`src/rtl/dst_reg_pipe_pkg.sv`:
```
// rtl/dst_reg_pipe_pkg.sv - shared select codes, link register, forward encoding, clog2
package dst_reg_pipe_pkg;

  typedef enum logic [1:0] {
    SEL_RT   = 2'b00,
    SEL_R31  = 2'b01,
    SEL_RD   = 2'b10,
    SEL_NONE = 2'b11
  } sel_e;

  localparam int LINK_REG = 31;

  // Forward select: 0 reads the register file, k takes the result held in stage k
  localparam int FWD_RF = 0;

  function automatic int clog2(input int value);
    int r;
    r = 0;
    while ((1 << r) < value) r++;
    return r;
  endfunction

endpackage

```
`src/rtl/dst_stage_reg.sv`:
```
// rtl/dst_stage_reg.sv - one pipeline slot: destination, write-valid and load flag flops
module dst_stage_reg #(
  parameter int NBITS = 5
) (
  input  logic             clk,
  input  logic             rst_n,
  input  logic [NBITS-1:0] i_dst,
  input  logic             i_valid,
  input  logic             i_load,
  output logic [NBITS-1:0] o_dst,
  output logic             o_valid,
  output logic             o_load
);
  logic [NBITS-1:0] r_dst;
  logic             r_valid;
  logic             r_load;

  always_ff @(posedge clk or negedge rst_n) begin
    if (!rst_n) begin
      r_dst   <= '0;
      r_valid <= 1'b0;
      r_load  <= 1'b0;
    end else begin
      r_dst   <= i_dst;
      r_valid <= i_valid;
      r_load  <= i_load;
    end
  end

  assign o_dst   = r_dst;
  assign o_valid = r_valid;
  assign o_load  = r_load;
endmodule

```
`src/rtl/dst_reg_pipe.sv`:
```
// rtl/dst_reg_pipe.sv - tracks in-flight destination registers and derives forwarding and load-use hazards
module dst_reg_pipe
  import dst_reg_pipe_pkg::*;
#(
  parameter int NBITS   = 5,
  parameter int SELBITS = 2,
  parameter int NSTAGES = 3,
  localparam int FWDBITS = clog2(NSTAGES + 1)
) (
  input  logic                     clk,
  input  logic                     rst_n,
  input  logic [NBITS-1:0]         reg_rt,
  input  logic [NBITS-1:0]         reg_rd,
  input  logic [SELBITS-1:0]       sel_reg,
  input  logic                     reg_write,
  input  logic                     mem_read,
  input  logic [NBITS-1:0]         src_rs,
  input  logic [NBITS-1:0]         src_rt,
  input  logic                     stall,
  input  logic                     flush,
  output logic [NSTAGES*NBITS-1:0] dst_reg,
  output logic [NSTAGES-1:0]       dst_valid,
  output logic [FWDBITS-1:0]       fwd_a,
  output logic [FWDBITS-1:0]       fwd_b,
  output logic                     load_use
);
  logic [NBITS-1:0] w_entry_dst;
  logic             w_sel_ok;
  logic             w_bubble;

  logic [NBITS-1:0] w_d_dst   [NSTAGES];
  logic             w_d_valid [NSTAGES];
  logic             w_d_load  [NSTAGES];
  logic [NBITS-1:0] w_q_dst   [NSTAGES];
  logic             w_q_valid [NSTAGES];
  logic             w_q_load  [NSTAGES];

  logic [FWDBITS-1:0] w_fwd_a;
  logic [FWDBITS-1:0] w_fwd_b;

  always_comb begin
    w_entry_dst = '0;
    w_sel_ok    = 1'b1;
    case (sel_reg)
      SELBITS'(SEL_RT):  w_entry_dst = reg_rt;
      SELBITS'(SEL_R31): w_entry_dst = NBITS'(LINK_REG);
      SELBITS'(SEL_RD):  w_entry_dst = reg_rd;
      default:           w_sel_ok    = 1'b0;
    endcase
  end

  // Stall and flush both collapse to the same bubble at stage 1; older stages keep moving
  assign w_bubble = stall | flush;

  genvar g;
  generate
    for (g = 0; g < NSTAGES; g++) begin : g_stage
      if (g == 0) begin : g_head
        assign w_d_dst[g]   = w_bubble ? '0 : w_entry_dst;
        assign w_d_valid[g] = !w_bubble && reg_write && w_sel_ok && (w_entry_dst != '0);
        assign w_d_load[g]  = !w_bubble && mem_read;
      end else begin : g_body
        assign w_d_dst[g]   = w_q_dst[g-1];
        assign w_d_valid[g] = w_q_valid[g-1];
        assign w_d_load[g]  = w_q_load[g-1];
      end

      dst_stage_reg #(.NBITS(NBITS)) u_stage (
        .clk     (clk),
        .rst_n   (rst_n),
        .i_dst   (w_d_dst[g]),
        .i_valid (w_d_valid[g]),
        .i_load  (w_d_load[g]),
        .o_dst   (w_q_dst[g]),
        .o_valid (w_q_valid[g]),
        .o_load  (w_q_load[g])
      );

      assign dst_reg[g*NBITS +: NBITS] = w_q_dst[g];
      assign dst_valid[g]              = w_q_valid[g];
    end
  endgenerate

  // Scan oldest to youngest so the youngest matching stage overwrites and wins
  always_comb begin
    w_fwd_a = FWDBITS'(FWD_RF);
    w_fwd_b = FWDBITS'(FWD_RF);
    for (int k = NSTAGES - 1; k >= 0; k--) begin
      if (w_q_valid[k] && (src_rs != '0) && (w_q_dst[k] == src_rs)) w_fwd_a = FWDBITS'(k + 1);
      if (w_q_valid[k] && (src_rt != '0) && (w_q_dst[k] == src_rt)) w_fwd_b = FWDBITS'(k + 1);
    end
  end

  assign fwd_a    = w_fwd_a;
  assign fwd_b    = w_fwd_b;
  assign load_use = w_q_valid[0] && w_q_load[0] &&
                    (((src_rs != '0) && (w_q_dst[0] == src_rs)) ||
                     ((src_rt != '0) && (w_q_dst[0] == src_rt)));
endmodule

```
`config.mk`:
```
export PLATFORM = sky130hd
export DESIGN_NAME = dst_reg_pipe
export DESIGN_NICKNAME = d
export VERILOG_FILES = /design/src/rtl/dst_reg_pipe_pkg.sv /design/src/rtl/dst_stage_reg.sv /design/src/rtl/dst_reg_pipe.sv
export SDC_FILE = /design/constraint.sdc
export NUM_CORES = 1
export LEC_CHECK = 0
export BUFFER_PORTS_ARGS = -buffer_cell sky130_fd_sc_hd__buf_2
export CAP_MARGIN = 0
export CORE_MARGIN = 8
export CORE_UTILIZATION = 49
export DETAILED_ROUTE_END_ITERATION = 12
export PLACE_DENSITY = 0.9
export SETUP_SLACK_MARGIN = 0.15
export SKIP_LAST_GASP = 1
export SLEW_MARGIN = 40
export SYNTH_ARGS = -nofsm -noshare
export SYNTH_HDL_FRONTEND = slang
export SYNTH_HIERARCHICAL = 1
export SYNTH_SLANG_ARGS = --single-unit
```
`constraint.sdc`:
```
create_clock -name clk -period 2.6 [get_ports clk]
set_clock_uncertainty 0.2 [all_clocks]
set_input_delay 0.26 -clock clk [delete_from_list [all_inputs] [get_ports clk]]
set_output_delay 0.26 -clock clk [all_outputs]
set_load 0.01 [all_outputs]
```
======== Word-level counts from Yosys, hierarchy flattened ========
Cells that the tools add are included.
storage, ports and cells
  output and inout bits ................... 23
  word-level logic and storage cells ...... 52
  bits in registers ....................... 19
  input port bits ......................... 28
cells by class
  mux-type cells .......................... 9
  bitwise logic cells ..................... 1
  reductions and logical operators ........ 27
  eq/ne operators ......................... 8
operators by type and width
  cell                                                              count
  5-bit == test                                                     6
  1-bit logical AND                                                 20
  5-bit one-hot mux with 3 select lines                             1
  5-bit nonzero test                                                3
  2-bit two-way mux                                                 6
  5-bit two-way mux                                                 1
  3-bit OR reduction                                                1
  2-bit by 1-bit == test with 1-bit output (second input constant)  1
  2-bit == test (second input constant)                             1
  2-bit logical NOT                                                 1
  1-bit logical NOT                                                 1
  1-bit logical OR                                                  1
  1-bit two-way mux                                                 1
  1-bit OR                                                          1

======== Depth between registers and ports, before layout ========
Gate-level depths: netlist (run 1).
  word-level depth ........................ 6
  depth in mapped cells ................... 4
  depth with buffers taken out ............ 4

======== By module ========
Netlist (run 1), hierarchy kept.
modules (own cells, without submodules)
  module         area each (sq um)  cells an instance  instances  seq. area each (sq um)
  dst_reg_pipe   586.8              89                 1          0.0
  dst_stage_reg  175.2              7                  3          175.2

======== Worst setup path after synthesis (run 1) ========
Ideal clock, no wire load.
  path kind ............................... flip-flop to output port
  from .................................... register g_stage[2].u_stage.r_dst[0]
  to ...................................... output port fwd_b[0]
  stages on the path, launching flop included .. 4
  path buffers ............................ 0
  data required time ...................... 2.140 ns
  slack ................................... 0.804 ns
  arrival ................................. 1.336 ns
  path through ............................ dfrtp_1 -> xor2_1 -> or4_4 -> o21bai_1
between the ends
  word-level cells in the longest chain between the ends .. 5
ends and longest elaborated chain
  item                            RTL line             text
  from (decl)                     dst_stage_reg.sv:14  logic [NBITS-1:0] r_dst;
  from (signal assigned)          dst_stage_reg.sv:24  r_dst <= i_dst;
  5-bit == test                   dst_reg_pipe.sv:90   if (w_q_valid[k] && (src_rt != '0) && (w_q_dst[k] == src_rt)) w_fwd_b = FWDBITS'(k + 1);
  1-bit logical AND               dst_reg_pipe.sv:90
  2-bit two-way mux (3 in a row)  dst_reg_pipe.sv:90
  to (decl)                       dst_reg_pipe.sv:24   output logic [FWDBITS-1:0] fwd_b,
Every way passes these cells.

======== Worst setup path after layout (run 1) ========
  from .................................... register g_stage[1].u_stage.r_dst[4]
  to ...................................... output port fwd_a[1]
between the ends
  word-level cells in the longest chain between the ends .. 4
ends and longest elaborated chain
  item                            RTL line             text
  from (decl)                     dst_stage_reg.sv:14
  from (signal assigned)          dst_stage_reg.sv:24
  5-bit == test                   dst_reg_pipe.sv:89   if (w_q_valid[k] && (src_rs != '0) && (w_q_dst[k] == src_rs)) w_fwd_a = FWDBITS'(k + 1);
  1-bit logical AND               dst_reg_pipe.sv:89
  2-bit two-way mux (2 in a row)  dst_reg_pipe.sv:89
  to (decl)                       dst_reg_pipe.sv:23   output logic [FWDBITS-1:0] fwd_a,
Every way passes these cells.

==> run summary, run 1 <==
Before antenna repair, the detailed router went through 4 iterations. Kind of cell adding the most delay to the critical path: simple AND/OR/NAND/NOR gates. In this run the cell area measured after placement is 1330 µm².

The first global-routing pass estimated 4710 µm of wire. Summed over all failing endpoints, the final setup total negative slack is 0 ns. The quantity of gates resized following cts came out at 0.

The run finished with clean final reports. The total power per unit cell area was 423 nW/µm². The tools report the total count of hold-check failures in the final report as 0. In this run the clock root is driven by a sky130_fd_sc_hd__clkbuf_4. Once detailed placement completed, the half-perimeter wirelength came to 2350 µm. For the number of max-slew violations in the final report, the log shows 0. In this run the static leakage power is 0.676 nW. The peak per-stage delay on the critical path was 0.44 ns.

The run gives 1,088 as the via count of the first global-routing pass. The logs give 17 for the row count and 6 for the number of warnings issued by yosys. The area growth from synthesis to layout came out at 29.4%. The number of nets handed over by synthesis was 136.

For the clock tree buffer depth, the log shows 2. Worst-case headroom to the max-slew limit: 0.654. For the worst setup path, the data arrival time is 1.81 ns.

For the insertion delay to the later sink of the worst-skew pair, the log shows 0.29 ns. The critical path is of the flip-flop to output port type. Of all nets on the critical path, the largest fanout is 4. Data on the critical path is required at its endpoint by 2.14 ns. Effective utilization at floorplan: 0.499. The post-route fraction of the period consumed by the critical path is 0.872, and the cell count after placement is 183. Leaving out fill and tap cells, the most frequent cells in the layout are 50 x sky130_fd_sc_hd__buf_2, 22 x sky130_fd_sc_hd__xnor2_1, 19 x sky130_fd_sc_hd__dfrtp_1. The final non-filler cell total was 189. In the final routed layout, each cell accounts on average for 14.6 µm. For the end-of-flow core utilization, the log shows 0.646. The startpoint class of the critical path is a flip-flop.

Setup repair after global routing left no endpoint under its margin. Dividing the detail-routed via count by the number of cells gives 5.11. Setup violations remaining at the end of the flow were counted as 0. The tool flagged a number of max-cap violations equal to 0.

Based on the critical path, the design can be clocked at up to 441 MHz. The kind of path behind the tightest hold check was input port to flip-flop. Entering global routing, the biggest net connects 20 pins. At the pin with the least slew margin, the transition time is 0.514 ns. The clock input transition at the sequential cells of the worst setup and hold paths was 0.10 ns. In this run, CTS created clock tree buffers numbering 3. Once detail routing completed, the nets flagged for antenna violations numbered 0. During placement, the flow inserted port buffers numbering 50. In this run the vertical extent of the chip is 62.6 µm. For this run the aggregate overflow at the end of global routing stands at 0. Sort of element at the end of the critical path: an output port. The initial antenna violation count was 0. The tools report the deepest level of the CTS H-tree as 1.

The instance count of the mapped netlist is 108. The slowest stage of the critical path belongs to the cell sky130_fd_sc_hd__dfrtp_1. Setup slack on the critical path of the routed design comes to 0.333 ns. Total power for the finished layout comes to 0.582 mW. The synthesized netlist occupies a cell area of 1060 µm². The global router's overall resource usage was 0.146; the violation count after the first detailed-routing iteration was 37. The mean cell area of the mapped netlist was 9.84 µm². Fraction of layout cells with a size suffix above 1: 0.366. The horizontal extent of the die works out to 62.6 µm.

Walking the worst path, the cells encountered are xnor2_1 > nand4_1 > or3_2 > a21oi_1 > buf_2. Post-placement setup slack: 0.615 ns. Detailed routing inserted a total of 965 vias.

The detailed-route DRC error count is 0, and the worst vdd rail ir drop is 0.251 mV. The tree built by TritonCTS fans out to 19 sinks. The run gives 0 as the number of diodes added for antenna fixing. For this run, the post-layout net count is 190. Core footprint: 2130 µm². The wire length after detailed routing was 2770 µm; the minimum period implied by the final worst setup slack was 2.27 ns. With fillers left out, the area of the finished cells amounts to 1380 µm². The library cell used most frequently in the layout, excluding fill and tap cells, is sky130_fd_sc_hd__buf_2. The buffers plus inverters on the worst setup path came out at 1. TritonCTS built the clock tree. The die outline area came out at 3910 µm².

The count of boundary I/O pins is 51. Across all hold checks on the routed design, the worst slack comes to 0.0117 ns. Routability-driven placement finished with a final weighted congestion of 0.843.
per-layer routing:
layer,part of all wire,vias to the layer above,global-route usage
li1,-,475,-
met1,0.42,435,0.151
met2,0.46,48,0.242
met3,0.088,7,0.0556
met4,0.030,0,0.0969
met5,0,-,0
power by group:
part	internal, mW	switching, mW	leakage [nW]
clock network	0.0597	0.0805	0.0150
logic	0.0580	0.0612	0.405
registers	0.308	0.0151	0.257
total	0.425	0.157	0.676
registers in the layout (all words and copies together) (netlist names):
signal / cells
g_stage.u_stage/o_valid: 3
g_stage.u_stage/o_load: 1
g_stage.u_stage/o_dst: 15
path summary, 6_finish.rpt:
kind | slack (ns) | from | cells past startpoint | end
min in group asynchronous | 0.22 | rst_n | 2 | g_stage[2].u_stage/o_dst[0]$_DFF_PN0_
hold / removal | 0.01 | reg_rd[2] | 3 | g_stage[0].u_stage/o_dst[2]$_DFF_PN0_
setup / recovery | 0.33 | g_stage[1].u_stage/o_dst[4]$_DFF_PN0_ | 5 | fwd_a[1]
setup reg to reg | 1.83 | g_stage[0].u_stage/o_dst[0]$_DFF_PN0_ | 0 | g_stage[1].u_stage/o_dst[0]$_DFF_PN0_
max in group asynchronous | 1.70 | rst_n | 2 | g_stage[2].u_stage/o_dst[3]$_DFF_PN0_
hold reg to reg | 0.24 | g_stage[1].u_stage/o_valid$_DFF_PN0_ | 0 | g_stage[2].u_stage/o_valid$_DFF_PN0_
timing repair:
item | CTS | global route
hold endpoints to repair | 20 | 0
buffers inserted | 0 | 0
hold buffers | 2 | 0
layout make-up:
| type | count | area, µm² |
|---|---|---|
| Fill cell | 191 | 752 |
| Multi-Input combinational cell | 85 | 564 |
| Inverter | 1 | 3.75 |
| Clock buffer | 4 | 26.3 |
| Timing Repair Buffer | 52 | 270 |
| Sequential cell | 19 | 475 |
| Tap cell | 28 | 35.0 |
No activity file was read; power rests on OpenSTA's default activity.
==> run 2, diff against run 1 <==
- MAX_ROUTING_LAYER: unset -> met4
==> run 2 against run 1 <==
  * Worst hold slack gained 0.010 ns
  * Cell area unchanged
  * Clock power is essentially flat
  * Sequential share of layout area is the same
  * Final cell count unchanged
  * Global-route usage increased by 1.1 points
  * Non-clock buffer count did not move
  * Via count is 0.21% lower
  * Critical endpoint is now fwd_b[0]
  * Highest routed layer unchanged
==> run summary, run 2 (synthesized netlist as in run 1, its figures left out) <==
The area growth from synthesis to layout came out at 29.4% (unchanged). The global router's overall resource usage was 0.157 (was 0.146); the post-route fraction of the period consumed by the critical path was 0.861 (was 0.872). The tools report the insertion delay to the later sink of the worst-skew pair as 0.28 ns (was 0.29 ns).

The average vias per placed instance works out to 5.10 (was 5.11). The run gives 0 (unchanged) as the final setup violation count. The tools report the number of nets with antenna violations after routing as 0 (unchanged). The net load switching power is 0.154 mW (was 0.157 mW), and the worst hold slack is 0.0221 ns (was 0.0117 ns).

The cell-internal power was 0.425 mW (about the same); the number of flip-flops in the largest register was 15 (unchanged). The run gives 0.853 (was 0.843) as the routability congestion estimate from global placement. The HPWL reported at the end of detailed placement was 2400 µm (was 2350 µm); the largest net degree at the start of global routing was 20 (unchanged).

Cell count after placement: 183 (unchanged). The sum of negative setup slack came out at 0 ns (unchanged). The end-of-flow core utilization is 0.646 (unchanged), and the violation count after the first detailed-routing iteration is 34 (was 37). The count of hold-fix buffers inserted at cts was 2 (unchanged).

For the deepest level of the CTS H-tree, the log shows 1 (unchanged). The clock buffer count from CTS is 3 (unchanged). The effective utilization at floorplan was 0.499 (unchanged); the number of clock sinks was 19 (unchanged). Cell area after layout: 1380 µm² (unchanged). The total leakage power was 0.676 nW (unchanged); the sum of met2 wire segment lengths after detailed routing was 1330 µm (was 1270 µm). Setup repair after global routing left no endpoint under its margin. Mean routed wirelength per cell: 14.9 µm (was 14.6 µm).

The tools report the final non-filler cell total as 189 (unchanged). The core footprint was 2130 µm² (unchanged). The total power of the final layout is 0.579 mW (was 0.582 mW). Most used cells in the layout excluding fill and tap cells: 50 x sky130_fd_sc_hd__buf_2, 22 x sky130_fd_sc_hd__xnor2_1, 19 x sky130_fd_sc_hd__dfrtp_1 (unchanged).

The count of boundary I/O pins is 51 (unchanged). The tools report the endpoint of the worst hold path as g_stage[0].u_stage/o_dst[0]$_DFF_PN0_ (was g_stage[0].u_stage/o_dst[2]$_DFF_PN0_). The slowest library cell on the worst path is sky130_fd_sc_hd__or4_4 (was sky130_fd_sc_hd__dfrtp_1).

The count of cells along the worst register-to-register path is 0 (unchanged). The run gives 0 (unchanged) as the total count of hold-check failures in the final report. The total overflow reported by the global router is 0 (unchanged), and the post-route worst setup slack is 0.361 ns (was 0.333 ns).

Startpoint class of the critical path: a flip-flop (unchanged). The run gives 1330 µm² (unchanged) as the post-detailed-placement cell area. Destination of the worst register-to-register timing path: g_stage[1].u_stage/o_dst[2]$_DFF_PN0_ (was g_stage[1].u_stage/o_dst[0]$_DFF_PN0_).

The highest fanout seen on the critical path was 3 (was 4). The count of TritonRoute iterations in the first routing pass came out at 4 (unchanged). The tools report the startpoint of the lowest-slack register-to-register path as g_stage[0].u_stage/o_dst[2]$_DFF_PN0_ (was g_stage[0].u_stage/o_dst[0]$_DFF_PN0_). Critical-path cell list: xnor2_1 > nand4_1 > or4_4 > o21bai_1 > buf_2 (was xnor2_1 > nand4_1 > or3_2 > a21oi_1 > buf_2). The wire length the detailed router placed on met1 is 1240 µm (was 1160 µm), and the wire length after detailed routing is 2820 µm (was 2770 µm). The clock group share of total power is 0.238 (was 0.241).

Startpoint of the worst hold path: reg_rd[0] (was reg_rd[2]). Number of I/O port buffers: 50 (unchanged). The tools report the master cell of the clock root buffer as sky130_fd_sc_hd__clkbuf_4 (unchanged). The cell depth of the worst min-delay path works out to 3 (unchanged).

The logs give 447 MHz (was 441 MHz) for the maximum achievable frequency and 0.711 (was 0.654) for the worst-case headroom to the max-slew limit. The buffers plus inverters on the worst setup path is 1 (unchanged). The initial antenna violation count is 0 (unchanged). The clock input transition at the sequential cells of the worst setup and hold paths was 0.10 ns (about the same). The post-placement setup slack was 0.616 ns (was 0.615 ns); the sequential cell fraction of total power was 0.557 (was 0.554). Critical path class: flip-flop to output port (unchanged). The fraction of layout cells with a size suffix above 1 was 0.366 (unchanged); the peak per-stage delay on the critical path was 0.44 ns (about the same). The number of fill cells is 187 (was 191).

For the via count, the log shows 963 (was 965). The tools report the met3 wire length as 186 µm (was 244 µm). The run gives 0 (unchanged) as the number of diodes added for antenna fixing. TritonCTS built the clock tree. The tools report the quantity of gates resized following cts as 0 (unchanged).

The run gives 3910 µm² (unchanged) as the die outline area. Vertical die dimension: 62.6 µm (unchanged). The total power per unit cell area is 421 nW/µm² (was 423 nW/µm²). The tools report the worst vdd rail ir drop as 0.262 mV (was 0.251 mV). The tools report the worst endpoint required time as 2.14 ns (about the same). Minimum period implied by the final worst setup slack: 2.24 ns (was 2.27 ns).

The uppermost layer routed was met4 (unchanged). The flow ran to the end, and the final reports show no timing, DRC or antenna violations. The row count was 17 (unchanged); the via count of the first global-routing pass was 1,066 (was 1,088). The worst path arrival time is 1.78 ns (was 1.81 ns), and the switching share of power is 0.266 (was 0.269).

The kind of cell adding the most delay to the critical path was simple AND/OR/NAND/NOR gates (unchanged). The detailed-route DRC error count is 0 (unchanged). The tools report the number of max-capacitance violations reported as 0 (unchanged). The number of max-slew violations in the final report was 0 (unchanged); the worst setup slack for register-to-register paths was 1.82 ns (was 1.83 ns). The kind of path behind the tightest hold check was input port to flip-flop (unchanged).

The tools report the global-route wire length before repair as 4880 µm (was 4710 µm). The clock tree buffer depth came out at 2 (unchanged). The leading cell type in the layout, fill and taps excluded was sky130_fd_sc_hd__buf_2 (unchanged). The horizontal extent of the die works out to 62.6 µm (unchanged). The relative contribution of combinational cells to total power is 0.205 (about the same), and the worst-margin pin slew is 0.429 ns (was 0.514 ns). The buffer count from post-CTS setup fixing is 0 (unchanged). Sort of element at the end of the critical path: an output port (unchanged).

The net total in the final layout is 190 (unchanged).
==> run 2: worst max path at each step <==
stage	startpoint	endpoint	slack, ns	cells past startpoint
after floorplan	g_stage[2].u_stage/o_dst[0]$_DFF_PN0_	fwd_b[0]	0.80	3
after global placement	src_rs[3]	load_use	0.65	6
after CTS	g_stage[2].u_stage/o_dst[2]$_DFF_PN0_	fwd_b[0]	0.36	5
after detailed placement	src_rt[1]	load_use	0.62	6
after global routing	g_stage[0].u_stage/o_dst[2]$_DFF_PN0_	fwd_b[0]	0.21	5
final	g_stage[2].u_stage/o_dst[2]$_DFF_PN0_	fwd_b[0]	0.36	5
==> run 2: power by group through the flow <==
stage	combinational (mW)	clock, mW	sequential [mW]
4_1_cts	0.121	0.145	0.323
6_report	0.119	0.138	0.323
2_1_floorplan	0.0543	0	0.331
5_1_grt	0.132	0.162	0.325
3_3_place_gp	0.114	0	0.328
3_5_place_dp	0.118	0	0.329
==> run 2: layout make-up <==
type                    count  area [µm²]  share of cell area
inverters                   1        3.75             0.00273
flip-flops and latches     19         475               0.346
clock buffers               4        26.3              0.0191
multi-input cells          85         564               0.410
well taps                  28        35.0              0.0255
repair buffers             52         270               0.197
==> run 2: per-layer routing <==
layer,track usage,vias to the layer above
li1,-,476
met1,0.173,432
met5,-,-
met4,0.0826,0
met2,0.248,51
met3,0.0502,4
==> run 3, diff against run 2 <==
- CAP_MARGIN: 0 -> 25
- CELL_PAD_IN_SITES_DETAIL_PLACEMENT: unset -> 2
- CELL_PAD_IN_SITES_GLOBAL_PLACEMENT: unset -> 2
- CORE_UTILIZATION: 49 -> 28
- GPL_ROUTABILITY_DRIVEN: unset -> 0
- PLACE_DENSITY: 0.9 -> 0.89
==> run 3 against run 2 <==
  * Global-route usage decreased by 2.8 points
  * Largest power group unchanged
  * Worst hold slack improved by 0.0022 ns
  * Wire length rose by 32%
  * Cell area up 3.0%
==> run summary, run 3 (synthesized netlist as in run 1, its figures left out) <==
The worst vdd rail ir drop was 0.188 mV (was 0.262 mV); the minimum period implied by the final worst setup slack was 2.28 ns (was 2.24 ns). The switching share of power works out to 0.274 (was 0.266). For the count of TritonRoute iterations in the first routing pass, the log shows 4 (unchanged). The wire length after detailed routing is 3720 µm (was 2820 µm). The run finished with clean final reports. The run gives 0 (unchanged) as the final setup violation count.

The violation count after the first detailed-routing iteration was 19 (was 34); the sequential cell fraction of total power was 0.500 (was 0.557). The net total in the final layout was 189 (was 190); the row count was 22 (was 17). The clock buffer count from CTS was 3 (unchanged); the number of max-capacitance violations reported was 0 (unchanged). Kind of path behind the tightest hold check: input port to flip-flop (unchanged). The net load switching power was 0.178 mW (was 0.154 mW); the largest net degree at the start of global routing was 20 (unchanged). The tools report the die outline area as 6020 µm² (was 3910 µm²). The post-route worst setup slack was 0.318 ns (was 0.361 ns). The tools report the master cell of the clock root buffer as sky130_fd_sc_hd__clkbuf_8 (was sky130_fd_sc_hd__clkbuf_4).

The total power per unit cell area is 458 nW/µm² (was 421 nW/µm²), and the number of max-slew violations in the final report is 0 (unchanged). The global router's overall resource usage was 0.129 (was 0.157). The critical path class is flip-flop to output port (unchanged). The total leakage power came out at 0.683 nW (was 0.676 nW). The sum of negative setup slack was 0 ns (unchanged); the average vias per placed instance was 4.99 (was 5.10). The number of clock sinks was 19 (unchanged); the total overflow reported by the global router was 0 (unchanged). For the number of nets with antenna violations after routing, the log shows 0 (unchanged). The buffer count from post-CTS setup fixing came out at 0 (unchanged). The highest fanout seen on the critical path is 4 (was 3), and the maximum achievable frequency is 438 MHz (was 447 MHz). The total power of the final layout was 0.649 mW (was 0.579 mW). The footprint of the multi-input gates was 571 µm² (was 564 µm²); the mean routed wirelength per cell was 17.9 µm (was 14.9 µm).

The tools report the number of diodes added for antenna fixing as 0 (unchanged). Post-route fraction of the period consumed by the critical path: 0.878 (was 0.861). The core footprint came out at 3660 µm² (was 2130 µm²). The logs give 0.25 ns (was 0.28 ns) for the insertion delay to the later sink of the worst-skew pair and 0 (unchanged) for the initial antenna violation count.

The number of flip-flops in the largest register was 15 (unchanged). The clock tree buffer depth came out at 2 (unchanged). TritonCTS built the clock tree. The number of I/O port buffers came out at 50 (unchanged). Vertical die dimension: 77.6 µm (was 62.6 µm).

The leading cell type in the layout, fill and taps excluded is sky130_fd_sc_hd__buf_2 (unchanged). The area growth from synthesis to layout is 33.3% (was 29.4%), and the effective utilization at floorplan is 0.290 (was 0.499). The run gives 1,215 (was 1,066) as the via count of the first global-routing pass.

The worst-margin pin slew came out at 0.612 ns (was 0.429 ns). The global-route wire length before repair is 6060 µm (was 4880 µm), and the fraction of layout cells with a size suffix above 1 is 0.381 (was 0.366). The HPWL reported at the end of detailed placement is 3110 µm (was 2400 µm), and the number of fill cells is 432 (was 187). The tools report the cell-internal power as 0.471 mW (was 0.425 mW). For the via count, the log shows 1,037 (was 963).

Most used cells in the layout excluding fill and tap cells: 50 x sky130_fd_sc_hd__buf_2, 22 x sky130_fd_sc_hd__xnor2_1, 19 x sky130_fd_sc_hd__dfrtp_1 (unchanged). Post-placement setup slack: 0.556 ns (was 0.616 ns). The tools report the sort of element at the end of the critical path as an output port (unchanged).

The relative contribution of combinational cells to total power was 0.193 (was 0.205). Setup repair after global routing left no endpoint under its margin. The clock input transition at the sequential cells of the worst setup and hold paths works out to 0.07 ns (was 0.10 ns).

The horizontal extent of the die was 77.6 µm (was 62.6 µm); the storage element area was 475 µm² (unchanged). The worst hold slack is 0.0244 ns (was 0.0221 ns), and the worst endpoint required time is 2.14 ns (about the same). The logs give 0.588 (was 0.711) for the worst-case headroom to the max-slew limit and 1 (unchanged) for the deepest level of the CTS H-tree. The clock group share of total power was 0.307 (was 0.238). Startpoint class of the critical path: a flip-flop (unchanged). The worst path arrival time came out at 1.82 ns (was 1.78 ns). The count of boundary I/O pins is 51 (unchanged), and the total count of hold-check failures in the final report is 0 (unchanged).

For the detailed-route DRC error count, the log shows 0 (unchanged).
==> run 3: cell types whose count changed in the layout (fill, tap and decap cells not counted) <==
cell | before | now
sky130_fd_sc_hd__clkbuf_8 | 0 | 3
sky130_fd_sc_hd__clkinv_2 | 0 | 1
sky130_fd_sc_hd__clkbuf_1 | 1 | 0
sky130_fd_sc_hd__nor4_2 | 0 | 1
sky130_fd_sc_hd__nor4_1 | 3 | 2
sky130_fd_sc_hd__clkbuf_4 | 3 | 0
sky130_fd_sc_hd__dlygate4sd3_1 | 2 | 1
==> run 3: path summary, 6_finish.rpt <==
kind	start	to	slack (ns)	cells after the start
worst max-delay path	g_stage[0].u_stage/o_dst[2]$_DFF_PN0_	fwd_a[0]	0.32	5
worst min-delay path	mem_read	g_stage[0].u_stage/o_load$_DFF_PN0_	0.02	3
worst max register to register	g_stage[1].u_stage/o_dst[4]$_DFF_PN0_	g_stage[2].u_stage/o_dst[4]$_DFF_PN0_	1.80	0
worst min register to register	g_stage[0].u_stage/o_valid$_DFF_PN0_	g_stage[1].u_stage/o_valid$_DFF_PN0_	0.25	0
max in group asynchronous	rst_n	g_stage[1].u_stage/o_dst[3]$_DFF_PN0_	1.63	2
min in group asynchronous	rst_n	g_stage[2].u_stage/o_dst[0]$_DFF_PN0_	0.27	2
==> run 3: layout make-up <==
class | instances | share of cell area
Tap cell | 48 | 0.0424
Multi-Input combinational cell | 85 | 0.403
Inverter | 1 | 0.00265
Clock buffer | 3 | 0.0292
Clock inverter | 1 | 0.00353
Timing Repair Buffer | 51 | 0.184
Sequential cell | 19 | 0.336
==> run 3: power groups by stage <==
stage | clock network (mW) | registers (mW) | logic (mW)
after floorplan | 0 | 0.331 | 0.0543
after global placement | 0 | 0.329 | 0.116
after detailed placement | 0 | 0.330 | 0.123
after CTS | 0.207 | 0.324 | 0.125
after global routing | 0.216 | 0.326 | 0.138
final | 0.200 | 0.324 | 0.125
==> run 3: critical path, stage by stage (launching register included) <==
cell                       delay, ns
sky130_fd_sc_hd__dfrtp_1        0.43
sky130_fd_sc_hd__xnor2_1        0.18
sky130_fd_sc_hd__nand4_1        0.11
sky130_fd_sc_hd__nor4_1         0.48
sky130_fd_sc_hd__o21bai_1       0.21
sky130_fd_sc_hd__buf_2          0.16
==> run 3: what timing repair did <==
item | in CTS | in global routing
setup endpoints to repair | 0 | 1
gates resized for setup | 0 | 1
hold buffers | 1 | 0
endpoints found under the hold margin | 19 | 0
==> run 3: metrics by stage <==
step | instance area, µm² | utilization | cells
after detailed placement | 1350 | 0.370 | 203
after floorplan | 1060 | - | 108
after global routing | 1420 | 0.387 | 208
after global placement | 1350 | 0.370 | 203
after CTS | 1410 | 0.385 | 208
final | 1420 | 0.387 | 208
==> run 3: per-layer routing <==
metal	wire, µm	GRT usage	part of all wire
met1	1520	0.138	0.41
met5	0	-	0
met2	1880	0.220	0.50
met3	241	0.0311	0.065
met4	81	0.0566	0.022
